$ cat src/rtl/ifu_fetch.sv
// ifu_fetch: instruction fetch unit feeding a single-cycle core.
// Issues one read per core PC over a valid/ready bus and holds the returned word
// until the core accepts it. Bus errors, misaligned PCs and response timeouts
// deliver NOP_INST together with a fault code. After a timeout the unit drains
// the late response before it issues another request.
module ifu_fetch #(
  parameter int unsigned TIMEOUT  = 255,
  parameter logic [31:0] NOP_INST = 32'h0000_0013
) (
  input  logic        clk,
  input  logic        rst,
  input  logic [31:0] pc_in,
  output logic [31:0] inst,
  output logic        inst_valid,
  input  logic        inst_ready,
  output logic [1:0]  fault,
  output logic        mem_req_valid,
  input  logic        mem_req_ready,
  output logic [31:0] mem_req_addr,
  input  logic        mem_resp_valid,
  output logic        mem_resp_ready,
  input  logic [31:0] mem_resp_data,
  input  logic        mem_resp_err,
  output logic [31:0] fetch_cnt
);

  localparam int unsigned XLEN    = 32;
  localparam int unsigned TMO_W   = 8;
  localparam int unsigned FAULT_W = 2;

  localparam logic [FAULT_W-1:0] F_NONE = 2'b00;
  localparam logic [FAULT_W-1:0] F_BUS  = 2'b01;
  localparam logic [FAULT_W-1:0] F_MIS  = 2'b10;
  localparam logic [FAULT_W-1:0] F_TMO  = 2'b11;

  typedef enum logic [1:0] {
    S_IDLE  = 2'd0,
    S_REQ   = 2'd1,
    S_WAIT  = 2'd2,
    S_VALID = 2'd3
  } state_t;

  state_t             state_q;
  logic [XLEN-1:0]    pc_q;
  logic [XLEN-1:0]    inst_q;
  logic               inst_valid_q;
  logic [FAULT_W-1:0] fault_q;
  logic               mem_req_valid_q;
  logic               mem_resp_ready_q;
  logic [XLEN-1:0]    fetch_cnt_q;
  logic [TMO_W-1:0]   tmo_q;
  logic               drain_q;

  logic               drain_d;
  logic               resp_ready_d;
  logic               req_fire;
  logic               tmo_hit;

  // The latched PC doubles as the request address; it only changes in IDLE.
  assign mem_req_addr   = pc_q;
  assign mem_req_valid  = mem_req_valid_q;
  assign mem_resp_ready = mem_resp_ready_q;
  assign inst           = inst_q;
  assign inst_valid     = inst_valid_q;
  assign fault          = fault_q;
  assign fetch_cnt      = fetch_cnt_q;

  assign req_fire = mem_req_valid_q & mem_req_ready;
  // Expires on the WAIT cycle that would make the counter equal TIMEOUT.
  assign tmo_hit  = (tmo_q == TMO_W'(TIMEOUT - 1));

  // Drain flag and response-ready for the next cycle; a same-cycle response beats a timeout.
  always_comb begin
    drain_d      = drain_q;
    resp_ready_d = 1'b0;
    if (drain_q && mem_resp_valid) begin
      drain_d = 1'b0;
    end
    if ((state_q == S_WAIT) && !mem_resp_valid && tmo_hit) begin
      drain_d = 1'b1;
    end
    if ((state_q == S_REQ) && req_fire) begin
      resp_ready_d = 1'b1;
    end
    if ((state_q == S_WAIT) && !mem_resp_valid && !tmo_hit) begin
      resp_ready_d = 1'b1;
    end
    if (drain_d) begin
      resp_ready_d = 1'b1;
    end
  end

  // Fetch FSM with all outputs registered.
  always_ff @(posedge clk) begin
    if (rst) begin
      state_q          <= S_IDLE;
      pc_q             <= '0;
      inst_q           <= '0;
      inst_valid_q     <= 1'b0;
      fault_q          <= F_NONE;
      mem_req_valid_q  <= 1'b0;
      mem_resp_ready_q <= 1'b0;
      fetch_cnt_q      <= '0;
      tmo_q            <= '0;
      drain_q          <= 1'b0;
    end else begin
      drain_q          <= drain_d;
      mem_resp_ready_q <= resp_ready_d;
      case (state_q)
        S_IDLE: begin
          pc_q <= pc_in;
          if (pc_in[1:0] != 2'b00) begin
            inst_q       <= NOP_INST;
            fault_q      <= F_MIS;
            inst_valid_q <= 1'b1;
            state_q      <= S_VALID;
          end else begin
            mem_req_valid_q <= !drain_d;
            state_q         <= S_REQ;
          end
        end
        S_REQ: begin
          if (req_fire) begin
            mem_req_valid_q <= 1'b0;
            tmo_q           <= '0;
            state_q         <= S_WAIT;
          end else begin
            mem_req_valid_q <= !drain_d;
          end
        end
        S_WAIT: begin
          tmo_q <= tmo_q + TMO_W'(1);
          if (mem_resp_valid) begin
            inst_q       <= mem_resp_err ? NOP_INST : mem_resp_data;
            fault_q      <= mem_resp_err ? F_BUS : F_NONE;
            inst_valid_q <= 1'b1;
            state_q      <= S_VALID;
          end else if (tmo_hit) begin
            inst_q       <= NOP_INST;
            fault_q      <= F_TMO;
            inst_valid_q <= 1'b1;
            state_q      <= S_VALID;
          end
        end
        S_VALID: begin
          if (inst_ready) begin
            inst_valid_q <= 1'b0;
            fetch_cnt_q  <= fetch_cnt_q + XLEN'(1);
            state_q      <= S_IDLE;
          end
        end
        default: begin
          state_q <= S_IDLE;
        end
      endcase
    end
  end

`ifndef SYNTHESIS
  // A response is only legal while waiting for one or while draining a late one.
  stray_resp_a : assert property (@(posedge clk) disable iff (rst)
    !(mem_resp_valid && (state_q != S_WAIT) && !drain_q))
    else $error("ifu_fetch: response outside WAIT with no drain pending");
`endif

endmodule

$ cat config.mk
export PLATFORM = sky130hd
export DESIGN_NAME = ifu_fetch
export DESIGN_NICKNAME = d
export VERILOG_FILES = /design/src/rtl/ifu_fetch.sv
export SDC_FILE = /design/constraint.sdc
export NUM_CORES = 1
export LEC_CHECK = 0
export ABC_AREA = 0
export BUFFER_PORTS_ARGS = -buffer_cell sky130_fd_sc_hd__buf_4
export CORE_MARGIN = 2
export CORE_UTILIZATION = 53
export CTS_CLUSTER_DIAMETER = 100
export DETAILED_ROUTE_END_ITERATION = 12
export MAX_ROUTING_LAYER = met4
export PLACE_DENSITY = 0.82
export SETUP_SLACK_MARGIN = 0.1
export SLEW_MARGIN = 15
export SYNTH_ARGS = -nofsm -noshare
export SYNTH_HDL_FRONTEND = slang
export SYNTH_SLANG_ARGS = --single-unit
export TNS_END_PERCENT = 10
$ cat constraint.sdc
create_clock -name clk -period 5.6 [get_ports clk]
set_input_delay 1.12 -clock clk [delete_from_list [all_inputs] [get_ports clk]]
set_output_delay 1.12 -clock clk [all_outputs]
set_load 0.01 [all_outputs]
# After elaboration in Yosys (flattened, before gate mapping)
# Index checks and enable logic that the tools add are counted.
# classes
bitwise_logic	1
mux	30
n_addsub	2
n_eq_ne	9
n_reduce_logical	20
# ops
cell	n
32-bit 2-to-1 mux	4
32-bit case mux with 2 select lines	1
32-bit by 1-bit adder with 32-bit output (second input constant)	1
8-bit case mux with 2 select lines	1
2-bit 2-to-1 mux	7
1-bit 2-to-1 mux	12
8-bit by 1-bit adder with 8-bit output (second input constant)	1
8-bit == test (second input constant)	1
8-bit 2-to-1 mux	1
2-bit inequality test (second input constant)	4
2-bit case mux with 4 select lines	1
2-bit nonzero test	4
2-bit AND reduction	3
3-bit AND reduction	2
1-bit logical AND	5
2-bit == test (second input constant)	2
2-bit case mux with 2 select lines	1
4-bit AND reduction	1
1-bit logical NOT	3
3-bit inequality test (second input constant)	1
1-bit case mux with 3 select lines	1
3-bit nonzero test	1
2-bit by 1-bit == test with 1-bit output (second input constant)	1
2-bit logical NOT	1
2 further kinds	2
# word_totals
in_bits	70
ff_bits	112
output_inout_bits	101
wordCells	72

# Longest topological paths before layout
# logic_depth
word_depth	7
ltp_mapped	9
mapped_depth_nobuf	6

# Worst setup path after synthesis
# No wires, ideal clock.
# synth_timing
path_type	input-to-reg
from	input pc_in[0]
to	register inst_q[11], in the netlist inst[11]
cell_stages	6
n_path_buf	2
setup_slack_ns	3.068
required_ns	5.541
t_arrival_ns	2.474
setup_ns	0.059
cell_sequence	or3b_1 -> clkbuf_1 -> a21boi_2 -> a21oi_2 -> buf_6 -> a22o_1
# synth_via
elab_chain_len	3
# synth_rtl
element	line_no	text
start: declaration	12	input logic [31:0] pc_in,
2-bit nonzero test	112	if (pc_in[1:0] != 2'b00) begin
2-bit inequality test (no source line)	-	
3-bit AND reduction (no source line)	-	
end signal: assignment	134	inst_q <= mem_resp_err ? NOP_INST : mem_resp_data;
end: declaration	45	logic [XLEN-1:0] inst_q;
# No other way between the ends.
# A chain may end at the register's enable or synchronous reset.

# Worst setup path after layout
# layout_timing
from	input pc_in[0]
to	register inst_q[6], in the netlist inst[6]
# The elaborated chain is that of the path after synthesis.

==> flow_summary.rst <==
.. list-table::
   :header-rows: 1

   * - Metric
     - Value
   * - Antenna violations before repair
     - 0
   * - DRT Pass-1 Iters
     - 4
   * - Routability Congestion
     - about 0.76
   * - Via count of the first global-routing pass
     - 3,674
   * - Most common cell after layout, fill and taps aside
     - buf_4
   * - Setup TNS after final layout
     - 0 ns
   * - Worst setup margin
     - 3.024 ns
   * - Cell type with the largest total area after synthesis
     - dfxtp_1
   * - Max rail drop VDD
     - ~0.00024 V
   * - Worst slew margin relative to its limit
     - 0.4384
   * - Mapped Avg Cell Area
     - 9.825 um^2
   * - Vias after detailed routing
     - between 4,000 and 5,000
   * - Total power per unit cell area
     - 349.8 nW/um^2
   * - Endpoint arrival time on the critical path
     - 2.88 ns
   * - Number of input and output port buffers inserted
     - 170
   * - Maximum clock path buffer count
     - 2
   * - Sequential share of the synthesized area
     - 0.4961
   * - Initial Utilization
     - 0.5473
   * - Average wire per cell in the routed design
     - 15.49 um
   * - H-tree level count
     - 3
   * - Clock transition at the registers of the reported paths
     - 0.10 ns
   * - Pin count of the biggest net entering global routing
     - 83
   * - Latest clock arrival within the worst-skew pair
     - 0.37 ns
   * - Post-cts resize count
     - 0
   * - Die width
     - 96.34 um
   * - Global-route usage over all layers
     - 0.2425
   * - Total of hold buffers inserted after clock tree synthesis
     - 0
   * - Final setup violation count
     - 0
   * - Leading register cell type out of synthesis
     - dfxtp_1
   * - Sinks on Clock Net
     - 112
   * - WP data required
     - 5.91 ns
   * - Total number of yosys warnings
     - 0
   * - Post-CTS Setup Repair Bufs
     - 0
   * - Number of rows in the core area
     - 33
   * - Half-perimeter wire length after detailed placement
     - 8.056 mm
   * - Top post-synthesis cells by area
     - dfxtp_1, mux2i_1, a22o_1
   * - Total congestion overflow
     - 0
   * - Crit-path max FO
     - 28
   * - Combined area of all synthesized cells
     - 4519 um^2
   * - TritonCTS buffer count
     - 9
   * - Synth Net Count
     - about 540
   * - Worst setup skew after layout
     - 0.01040 ns
   * - I/O pins
     - 171
   * - Net count of the finished layout
     - 692
   * - Crit Path Category
     - input port to register
   * - Type of the worst min-delay path
     - register to register
   * - Max frequency
     - just under 400 MHz
   * - Max Cap Violations
     - 0
   * - Endpoint class of the critical path
     - register
   * - Antenna viol nets, final
     - 0
   * - Post-detailed-route via-to-cell ratio
     - around 5.6
   * - Fin crit period
     - between 2 and 3 ns
   * - Count of endpoints failing hold in the final timing report
     - 0
   * - Run status
     - completed
   * - Clock tree from TritonCTS
     - built
   * - Fraction of synthesis flops using an asynchronous set or reset pin
     - 0
   * - Final core utilization
     - 0.7248
   * - Worst-margin pin slew
     - about 0.84 ns
   * - Fraction of layout instances using a drive strength above 1
     - 0.3199
   * - Remaining DRCs
     - 0
   * - Area Growth Syn to Fin
     - 32.45%
   * - Unrepaired setup endpoints after global routing
     - false
   * - EDFF count, synth
     - 0
   * - Cells after synthesis
     - 460
   * - Leak pwr
     - 2.613 nW
   * - Height of the die
     - 96.34 um
   * - Number of antenna diodes
     - 0
   * - Core area
     - just over 8000 um^2
   * - Count of different cell masters after synthesis
     - 50
   * - Final count of pins violating max slew
     - 0
   * - Top-area cell type share of the netlist area
     - 0.4961
   * - Clock Tree Root
     - clkbuf_8
   * - Highest-count cells in the layout ignoring fill and taps
     - buf_4, dfxtp_1, nor2_1
   * - Portion of the clock cycle consumed by the worst path in the final layout
     - 0.4600
   * - Category of the worst setup path launch point
     - input port
   * - Setup slack at placement
     - 2.341 ns
   * - Initial detailed-routing violation count
     - 146
   * - Wire length of the first global-routing pass
     - 17.32 mm
   * - Area enclosed by the die boundary
     - 9281 um^2
   * - Number of synthesized register bits
     - 112
   * - Total routed wirelength
     - 11.22 mm
==> sequential cells by signal, summed over array words and instances, names as in the netlist <==
name / cells
mem_req_valid: 1
mem_req_addr: 32
fetch_cnt: 32
inst_valid: 1
tmo_q: 8
inst: 32
drain_q: 1
state_q: 2
mem_resp_ready: 1
fault: 2
==> cells in the mapped netlist (2+ instances only) <==
library cell / instances
nand4_2: 2
clkbuf_1: 14
and4_1: 4
buf_4: 2
a22o_1: 28
xor2_1: 13
o21bai_1: 2
buf_2: 5
o21ai_0: 8
nand2b_1: 3
nor2b_1: 2
nor2_1: 51
or3b_1: 2
or4_1: 19
nor3_1: 7
a311oi_1: 3
nand2_1: 15
inv_1: 12
and3_1: 2
or3_1: 6
and2_1: 4
o31ai_1: 14
a21oi_1: 33
ha_1: 7
nand3_1: 12
mux2i_1: 33
buf_1: 4
dfxtp_1: 112
or3_2: 2
buf_6: 2
nand4_1: 16
xnor2_1: 3
==> area by class of cell <==
class,instances,area [um^2]
fill,674,2272
sequential,112,2242
multi-input combinational,309,2112
timing repair buffer,171,1284
clock buffer,11,141.4
tap,105,131.4
inverter,12,45.04
clock inverter,4,30.03
==> metal layers <==
layer | vias to the layer above | routed length, um | track usage | part of all wire
li1 | 1978 | - | - | -
met2 | 113 | 5782 | 0.3981 | 0.52
met3 | 14 | 483 | 0.04699 | 0.043
met1 | 1949 | 4803 | 0.3059 | 0.43
met4 | 0 | 146 | 0.06808 | 0.013
met5 | - | 0 | - | 0
==> worst max-delay path, stage by stage <==
cell,delay (ns)
buf_4,0.11
or3b_1,0.50
a21boi_2,0.25
a21oi_4,0.62
a22o_1,0.26
==> stage by stage <==
stage	power, mW	hold WS [ns]	cell area (um^2)	instances
finish	2.094	0.4869	5986	724
global route	2.211	0.5141	5986	724
CTS	2.103	0.4915	5978	724
floorplan	1.421	0.4584	4519	460
detailed placement	1.668	0.4663	5807	709
global placement	1.645	0.4646	5807	709
==> final timing paths <==
kind / from / endpoint / slack (ns) / cells past startpoint
hold / removal: inst[31] / inst[31] / 0.49 / 2
setup reg to reg: state_q[1] / inst[6] / 3.29 / 7
setup / recovery: pc_in[0] / inst[6] / 3.02 / 5
hold reg to reg: inst[31] / inst[31] / 0.49 / 2
==> power by group <==
group | switching (mW) | total, mW | internal, mW
combinational | 0.373 | 0.700 | 0.327
sequential | 0.0603 | 0.957 | 0.896
clock | 0.264 | 0.437 | 0.174
==> cell families (layout without fill, tap and decap cells) <==
logic type      after synthesis  count (layout)  share of synthesized area
flops                       112             112                     0.4961
fa+ha+maj                     7               7                    0.01938
compound gates               99              99                     0.1526
simple gates                154             154                     0.1891
xor+xnor                     16              16                    0.03101
mux                          33              33                    0.07309
buf+inv                      39             198                    0.03876
(Power assumes the default switching activity.)
